`config.mk`:
```
export PLATFORM = sky130hd
export DESIGN_NAME = alu_lock_arbiter_flat
export DESIGN_NICKNAME = d
export VERILOG_FILES = /design/src/rtl/alu_lock_arbiter_pkg.sv /design/src/rtl/alu_lock_arbiter_if.sv /design/src/rtl/alu_lock_arbiter_issue_age_pick.sv /design/src/rtl/alu_lock_arbiter.sv /design/src/flat_wrapper.sv
export SDC_FILE = /design/constraint.sdc
export NUM_CORES = 1
export LEC_CHECK = 0
export BUFFER_PORTS_ARGS = -buffer_cell sky130_fd_sc_hd__buf_4
export CAP_MARGIN = 20
export CORE_AREA = 10 10 138 140
export CTS_CLUSTER_DIAMETER = 30
export DETAILED_ROUTE_END_ITERATION = 8
export DIE_AREA = 0 0 148 150
export SLEW_MARGIN = 25
export SYNTH_ARGS = -nofsm -noshare
export SYNTH_HDL_FRONTEND = slang
export SYNTH_SLANG_ARGS = --single-unit
```
`constraint.sdc`:
```
create_clock -name clk -period 5.16 [get_ports clk]
set_clock_uncertainty 0.05 [all_clocks]
set_input_delay 0.774 -clock clk [delete_from_list [all_inputs] [get_ports clk]]
set_output_delay 0.774 -clock clk [all_outputs]
set_load 0.03 [all_outputs]
```
`src/rtl/alu_lock_arbiter_pkg.sv`:
```
// Shared types for the ALU lock arbiter and the SIC units that request the ALU.
// Latency: n/a (types and widths only).
// Backpressure: n/a. Contents: per-requester lock record and ALU operand record.
package alu_lock_arbiter_pkg;

    localparam int ALU_DATA_W = 32;
    localparam int ALU_OP_W   = 4;
    localparam int ISSUE_ID_W = 6;

    // What one SIC presents to the lock: request level, its age tag, release pulse.
    typedef struct packed {
        logic                  req;
        logic [ISSUE_ID_W-1:0] issue_id;
        logic                  release_lock;
    } rpl_req_t;

    // Operands one SIC wants executed on the shared ALU.
    typedef struct packed {
        logic [ALU_OP_W-1:0]   op;
        logic [ALU_DATA_W-1:0] a;
        logic [ALU_DATA_W-1:0] b;
    } alu_req_t;

endpackage

```
`src/rtl/alu_lock_arbiter_if.sv`:
```
// Bundle between the SIC requesters and the ALU lock arbiter.
// Latency: n/a (wires only).
// Backpressure: none; requesters hold req until granted. master = SIC side, slave = arbiter.
interface alu_lock_arbiter_if #(
    parameter int NUM_REQ  = 4,
    parameter int ID_WIDTH = 6,
    parameter int OP_W     = 4
);
    logic [NUM_REQ-1:0]                req;
    logic [NUM_REQ-1:0][ID_WIDTH-1:0]  req_issue_id;
    logic [NUM_REQ-1:0]                release_lock;
    logic [NUM_REQ-1:0][OP_W-1:0]      in_op;
    logic [NUM_REQ-1:0][31:0]          in_a;
    logic [NUM_REQ-1:0][31:0]          in_b;

    logic [NUM_REQ-1:0]                grant;
    logic [OP_W-1:0]                   alu_op;
    logic [31:0]                       alu_a;
    logic [31:0]                       alu_b;
    logic                              locked;
    logic                              err_stray_release;

    modport master (
        output req, req_issue_id, release_lock, in_op, in_a, in_b,
        input  grant, alu_op, alu_a, alu_b, locked, err_stray_release
    );

    modport slave (
        input  req, req_issue_id, release_lock, in_op, in_a, in_b,
        output grant, alu_op, alu_a, alu_b, locked, err_stray_release
    );
endinterface

```
`src/rtl/alu_lock_arbiter_issue_age_pick.sv`:
```
// Picks the oldest valid requester by wrapping issue_id; ties go to the lower index.
// Latency: combinational. Backpressure: none.
// Ports: vld/ids per requester in; pick_vld + pick_idx out.
module issue_age_pick #(
    parameter int NUM_REQ  = 4,
    parameter int ID_WIDTH = 6,
    localparam int IDX_W   = (NUM_REQ > 1) ? $clog2(NUM_REQ) : 1
) (
    input  logic [NUM_REQ-1:0]               vld,
    input  logic [NUM_REQ-1:0][ID_WIDTH-1:0] ids,
    output logic                             pick_vld,
    output logic [IDX_W-1:0]                 pick_idx
);
    // Binary tree padded to a power of two; node n has children 2n+1 (lower
    // indices) and 2n+2, leaves start at P-1.
    localparam int P = 1 << IDX_W;

    for (genvar n = 0; n < 2*P-1; n++) begin : g_node
        logic                v;
        logic [ID_WIDTH-1:0] id;
        logic [IDX_W-1:0]    idx;

        if (n >= P-1) begin : g_leaf
            localparam int J = n - (P-1);
            if (J < NUM_REQ) begin : g_real
                assign v   = vld[J];
                assign id  = ids[J];
                assign idx = IDX_W'(J);
            end else begin : g_pad
                assign v   = 1'b0;
                assign id  = '0;
                assign idx = '0;
            end
        end else begin : g_join
            logic [ID_WIDTH-1:0] diff;
            logic                take_r;
            // Right is older when (right - left) mod 2^ID_WIDTH has its MSB set;
            // equal ids leave the left (lower index) side in place.
            assign diff   = g_node[2*n+2].id - g_node[2*n+1].id;
            assign take_r = g_node[2*n+2].v && (!g_node[2*n+1].v || diff[ID_WIDTH-1]);
            assign v      = g_node[2*n+1].v | g_node[2*n+2].v;
            assign id     = take_r ? g_node[2*n+2].id  : g_node[2*n+1].id;
            assign idx    = take_r ? g_node[2*n+2].idx : g_node[2*n+1].idx;
        end
    end

    assign pick_vld = g_node[0].v;
    assign pick_idx = g_node[0].idx;

endmodule

```
`src/rtl/alu_lock_arbiter.sv`:
```
// Lock arbiter granting one SIC at a time exclusive use of the shared ALU, oldest issue_id first.
// Latency: request with lock free -> grant next cycle; owner release hands off next cycle.
// Backpressure: losers keep req high and wait; holder keeps the lock until it pulses release.
// Ports: clk, rst_n (async active-low), bus (slave side of alu_lock_arbiter_if).
module alu_lock_arbiter
    import alu_lock_arbiter_pkg::*;
#(
    parameter int NUM_REQ  = 4,
    parameter int ID_WIDTH = ISSUE_ID_W,
    parameter int OP_W     = ALU_OP_W
) (
    input  logic              clk,
    input  logic              rst_n,
    alu_lock_arbiter_if.slave bus
);
    localparam int OWN_W = (NUM_REQ > 1) ? $clog2(NUM_REQ) : 1;

    logic             locked_q, locked_d;
    logic [OWN_W-1:0] owner_q,  owner_d;
    logic             err_q,    err_d;

    rpl_req_t                         rpl [NUM_REQ];
    logic [NUM_REQ-1:0]               req_vec, rel_vec, owner_oh, cand, stray;
    logic [NUM_REQ-1:0][ID_WIDTH-1:0] id_vec;
    logic                             owner_rel, free;
    logic                             pick_vld;
    logic [OWN_W-1:0]                 pick_idx;
    alu_req_t                         alu_sel;

    always_comb begin
        for (int i = 0; i < NUM_REQ; i++) begin
            rpl[i].req          = bus.req[i];
            rpl[i].issue_id     = bus.req_issue_id[i];
            rpl[i].release_lock = bus.release_lock[i];
        end
    end

    always_comb begin
        req_vec = '0;
        rel_vec = '0;
        id_vec  = '0;
        for (int i = 0; i < NUM_REQ; i++) begin
            req_vec[i] = rpl[i].req;
            rel_vec[i] = rpl[i].release_lock;
            id_vec[i]  = rpl[i].issue_id;
        end
    end

    // Owner decode from flops only, so grant has no path from any input.
    always_comb begin
        owner_oh = '0;
        if (locked_q) begin
            owner_oh[owner_q] = 1'b1;
        end
    end

    // The releasing owner is dropped from the candidates so it cannot re-win the
    // lock it is giving up; everyone else may take it over the same cycle.
    assign owner_rel = |(owner_oh & rel_vec);
    assign free      = !locked_q || owner_rel;
    assign cand      = req_vec & ~(owner_rel ? owner_oh : '0);
    assign stray     = rel_vec & ~owner_oh;

    issue_age_pick #(
        .NUM_REQ  (NUM_REQ),
        .ID_WIDTH (ID_WIDTH)
    ) u_pick (
        .vld      (cand),
        .ids      (id_vec),
        .pick_vld (pick_vld),
        .pick_idx (pick_idx)
    );

    always_comb begin
        locked_d = locked_q;
        owner_d  = owner_q;
        err_d    = err_q | (|stray);
        if (free) begin
            locked_d = pick_vld;
            if (pick_vld) begin
                owner_d = pick_idx;
            end
        end
    end

    always_ff @(posedge clk or negedge rst_n) begin
        if (!rst_n) begin
            locked_q <= 1'b0;
            owner_q  <= '0;
            err_q    <= 1'b0;
        end else begin
            locked_q <= locked_d;
            owner_q  <= owner_d;
            err_q    <= err_d;
        end
    end

    always_comb begin
        alu_sel = '0;
        if (locked_q) begin
            alu_sel.op = bus.in_op[owner_q];
            alu_sel.a  = bus.in_a[owner_q];
            alu_sel.b  = bus.in_b[owner_q];
        end
    end

    assign bus.grant             = owner_oh;
    assign bus.locked            = locked_q;
    assign bus.err_stray_release = err_q;
    assign bus.alu_op            = alu_sel.op;
    assign bus.alu_a             = alu_sel.a;
    assign bus.alu_b             = alu_sel.b;

endmodule

```
`src/flat_wrapper.sv`:
```
// flat-port wrapper written by rule: the top's interface ports become plain ports
module alu_lock_arbiter_flat import alu_lock_arbiter_pkg::*;
#(
    parameter int NUM_REQ  = 4,
    parameter int ID_WIDTH = ISSUE_ID_W,
    parameter int OP_W     = ALU_OP_W
)
  (clk, rst_n, bus_req, bus_req_issue_id, bus_release_lock, bus_in_op, bus_in_a, bus_in_b, bus_grant, bus_alu_op, bus_alu_a, bus_alu_b, bus_locked, bus_err_stray_release);
  alu_lock_arbiter_if #(.NUM_REQ(NUM_REQ), .ID_WIDTH(ID_WIDTH), .OP_W(OP_W)) bus_i ();
  input  logic clk;
  input  logic rst_n;
  input wire logic [$bits(bus_i.req)-1:0] bus_req;
  input wire logic [$bits(bus_i.req_issue_id)-1:0] bus_req_issue_id;
  input wire logic [$bits(bus_i.release_lock)-1:0] bus_release_lock;
  input wire logic [$bits(bus_i.in_op)-1:0] bus_in_op;
  input wire logic [$bits(bus_i.in_a)-1:0] bus_in_a;
  input wire logic [$bits(bus_i.in_b)-1:0] bus_in_b;
  output wire logic [$bits(bus_i.grant)-1:0] bus_grant;
  output wire logic [$bits(bus_i.alu_op)-1:0] bus_alu_op;
  output wire logic [$bits(bus_i.alu_a)-1:0] bus_alu_a;
  output wire logic [$bits(bus_i.alu_b)-1:0] bus_alu_b;
  output wire logic [$bits(bus_i.locked)-1:0] bus_locked;
  output wire logic [$bits(bus_i.err_stray_release)-1:0] bus_err_stray_release;
  assign bus_i.req = bus_req;
  assign bus_i.req_issue_id = bus_req_issue_id;
  assign bus_i.release_lock = bus_release_lock;
  assign bus_i.in_op = bus_in_op;
  assign bus_i.in_a = bus_in_a;
  assign bus_i.in_b = bus_in_b;
  assign bus_grant = bus_i.grant;
  assign bus_alu_op = bus_i.alu_op;
  assign bus_alu_a = bus_i.alu_a;
  assign bus_alu_b = bus_i.alu_b;
  assign bus_locked = bus_i.locked;
  assign bus_err_stray_release = bus_i.err_stray_release;
  alu_lock_arbiter #(.NUM_REQ(NUM_REQ), .ID_WIDTH(ID_WIDTH), .OP_W(OP_W)) u_core (.clk(clk), .rst_n(rst_n), .bus(bus_i));
endmodule
```
==> impl_metrics.ini <==
[status]
status = complete, no violations

[cells_and_area]
fin_area_sq_um = 6140
final_util = 0.376
layout.nets = 966
drive_gt1_frac = 0.719
syn_to_final_growth_pct = 104
post_layout_nonfiller_instances = 868

[floorplanning]
start_util = 0.184
row_count = 47
die_x_microns = 148
core_region_area_sq_um = 16300
die_area_sq_um = 22200
chipHeight_microns = 150
ios = 380

[critical_path]
crit_type = input pin to register
r2r_start = u_core.owner_q[0]$_DFFE_PN0P_
crit_required_ns = 5.20
crit_arrival_ns = 3.81
r2r_setup_slack_ns = 1.47
critPathCaptureType = register
start_kind = input pin
crit_fanout = 9
cp-startpoint = bus_req_issue_id[16]

[routing]
wl_met1_microns = 7450
viasPerCell = 4.67
wl_per_cell_microns = 23.3
met2_length_microns = 10500
dr_total_vias = 4056
drtIter0Drc = 234
wirelength_microns = 20200
route.met3.wl_microns = 1870
drc = 0
drtPass1Iterations = 4
highest_layer = met4
final_antenna_net_count = 0

[sta]
relSlewSlack = 0.473
fin_crit_ns = 3.77
finalSetupViolCount = 0
worst_slew_pin_slew_ns = 0.791
rsz0062_at_grt = no
max_freq_mhz = 265
hold_violations = 0
layout_setup_ws_ns = 1.39
setup_tns_ns = 0
maxSlewViolCount = 0
fin_crit_sh = 0.731
whs_ns = 0.290

[placement]
place_area_sq_um = 6060
dp_cells = 863
place_hpwl_microns = 17800
io_buffers = 379
gp_congestion = 0.940
pre_cts_slack_ns = 1.20

[clock_network]
cts.repair.resized = 0
clkLatencyLatePin_ns = 0.22
cts_setup_buffers = 0
htreeDepth = 1
cts_buffers = 3
max-clock-path-buffers = 2
cts_tree = done
clkSinkCount = 4
clk_pin_slew_ns = 0.03
cts-root-buf = clkbuf_16
cts_hold_buf = 0

[logic_synthesis]
yosys-top-cells-area = mux4_2 52%, and2_1 14%, ha_1 5.0%, dfrtp_1 3.3%, clkbuf_1 2.2%
ys_types = 47
synth_cells = 286
ys_seq_area_frac = 0.0333
synth_area_sq_um = 3010
synthArstFlopShare = 1.00
synth_seq_cells = 4
synth-edff-count = 0
yosysTopAreaCell = mux4_2
synth.avg_cell_area_sq_um = 10.5
syn_nets = 604
yosys_warnings = 0
synth-main-ff-cell = dfrtp_1
synth_top_area_frac = 0.517
synth_common_cells = 69 x and2_1, 69 x mux4_2, 18 x clkbuf_1

[power]
ir_drop_mv = 0.205
p_per_area_nw_per_um2 = 475
leakagePower_nw = 2.87
finalPower_mw = 2.92

[flow_run]
maxCapViolCount = 0

[global_route]
grt_pass1_wl_microns = 28000
grt_max_degree = 45
first_global_vias = 4156
grt.overflow.total = 0
antenna_found_initial = 1
grt_usage = 0.165

[hold_path]
hold_class = input pin to asynchronous set/reset pin
## cell families (layout without fill, tap and decap cells)
| kind of cell | after synthesis | in the layout | synth area share |
|---|---|---|---|
| simple gates | 116 | 116 | 0.238 |
| mux | 70 | 70 | 0.520 |
| compound gates | 44 | 44 | 0.100 |
| buf+inv | 36 | 397 | 0.0474 |
| fa+ha+maj | 12 | 12 | 0.0499 |
| xor+xnor | 4 | 4 | 0.0116 |
| flops | 4 | 4 | 0.0333 |
| other cells | 0 | 1 | 0 |
## layer usage
| layer | global-route usage | up-vias |
|---|---|---|
| met5 | 0 | - |
| met4 | 0.0382 | 0 |
| met3 | 0.0486 | 18 |
| met2 | 0.290 | 211 |
| met1 | 0.192 | 1958 |
| li1 | - | 1869 |
## worst max-delay path: stages
cell	delay, ns
buf_4	0.07
inv_1	0.04
ha_1	0.28
nand4_1	0.15
or2_2	0.32
o32ai_1	0.36
nor2_1	0.22
nand2_1	0.10
o21ai_0	0.09
ha_1	0.33
a21o_1	0.16
a21o_1	0.17
a221o_1	0.39
mux2i_1	0.22
o221ai_1	0.13
## sequential cells by signal, summed over array words and instances (netlist names)
name and cells:
u_core.owner_q 2, u_core.bus.err_stray_release 1, u_core.bus.locked 1
## placed cells by master (no fill, tap or decap), types with 3 or more instances in the layout
| cell type | n |
|---|---|
| buf_4 | 382 |
| nor2_1 | 7 |
| xor2_1 | 3 |
| nand2b_1 | 4 |
| nand4b_1 | 4 |
| and2_1 | 69 |
| o21ai_0 | 9 |
| nor2b_1 | 3 |
| a21oi_1 | 7 |
| a21o_1 | 3 |
| mux4_2 | 69 |
| or2_2 | 4 |
| inv_1 | 10 |
| nand2_1 | 12 |
| ha_1 | 12 |
| a211oi_1 | 3 |
| clkbuf_16 | 3 |
| o211ai_1 | 6 |
## final timing paths
check,to,cells after the start
min reg2reg,u_core.bus.err_stray_release$_DFF_PN0_,2
max reg2reg,u_core.owner_q[0]$_DFFE_PN0P_,12
min,u_core.owner_q[0]$_DFFE_PN0P_,1
max in group asynchronous,u_core.bus.locked$_DFFE_PN0N_,1
min in group clk,u_core.bus.err_stray_release$_DFF_PN0_,2
max,u_core.owner_q[0]$_DFFE_PN0P_,15
## area by class of cell
cell class	instances	area, sq um
antenna	1	2.50
clock buffer	4	78.8
fill	1689	10200
inverter	11	41.3
multi-input combinational	246	2770
sequential	4	109
tap	220	275
timing repair buffer	382	2870
## power by group
part           internal, mW  leakage [nW]  switching (mW)
clock                 0.102        0.0382          0.0222
combinational          1.27          2.79            1.34
sequential           0.0447        0.0394           0.134
total                  1.42          2.87            1.50
No activity file was read; power rests on OpenSTA's default activity.
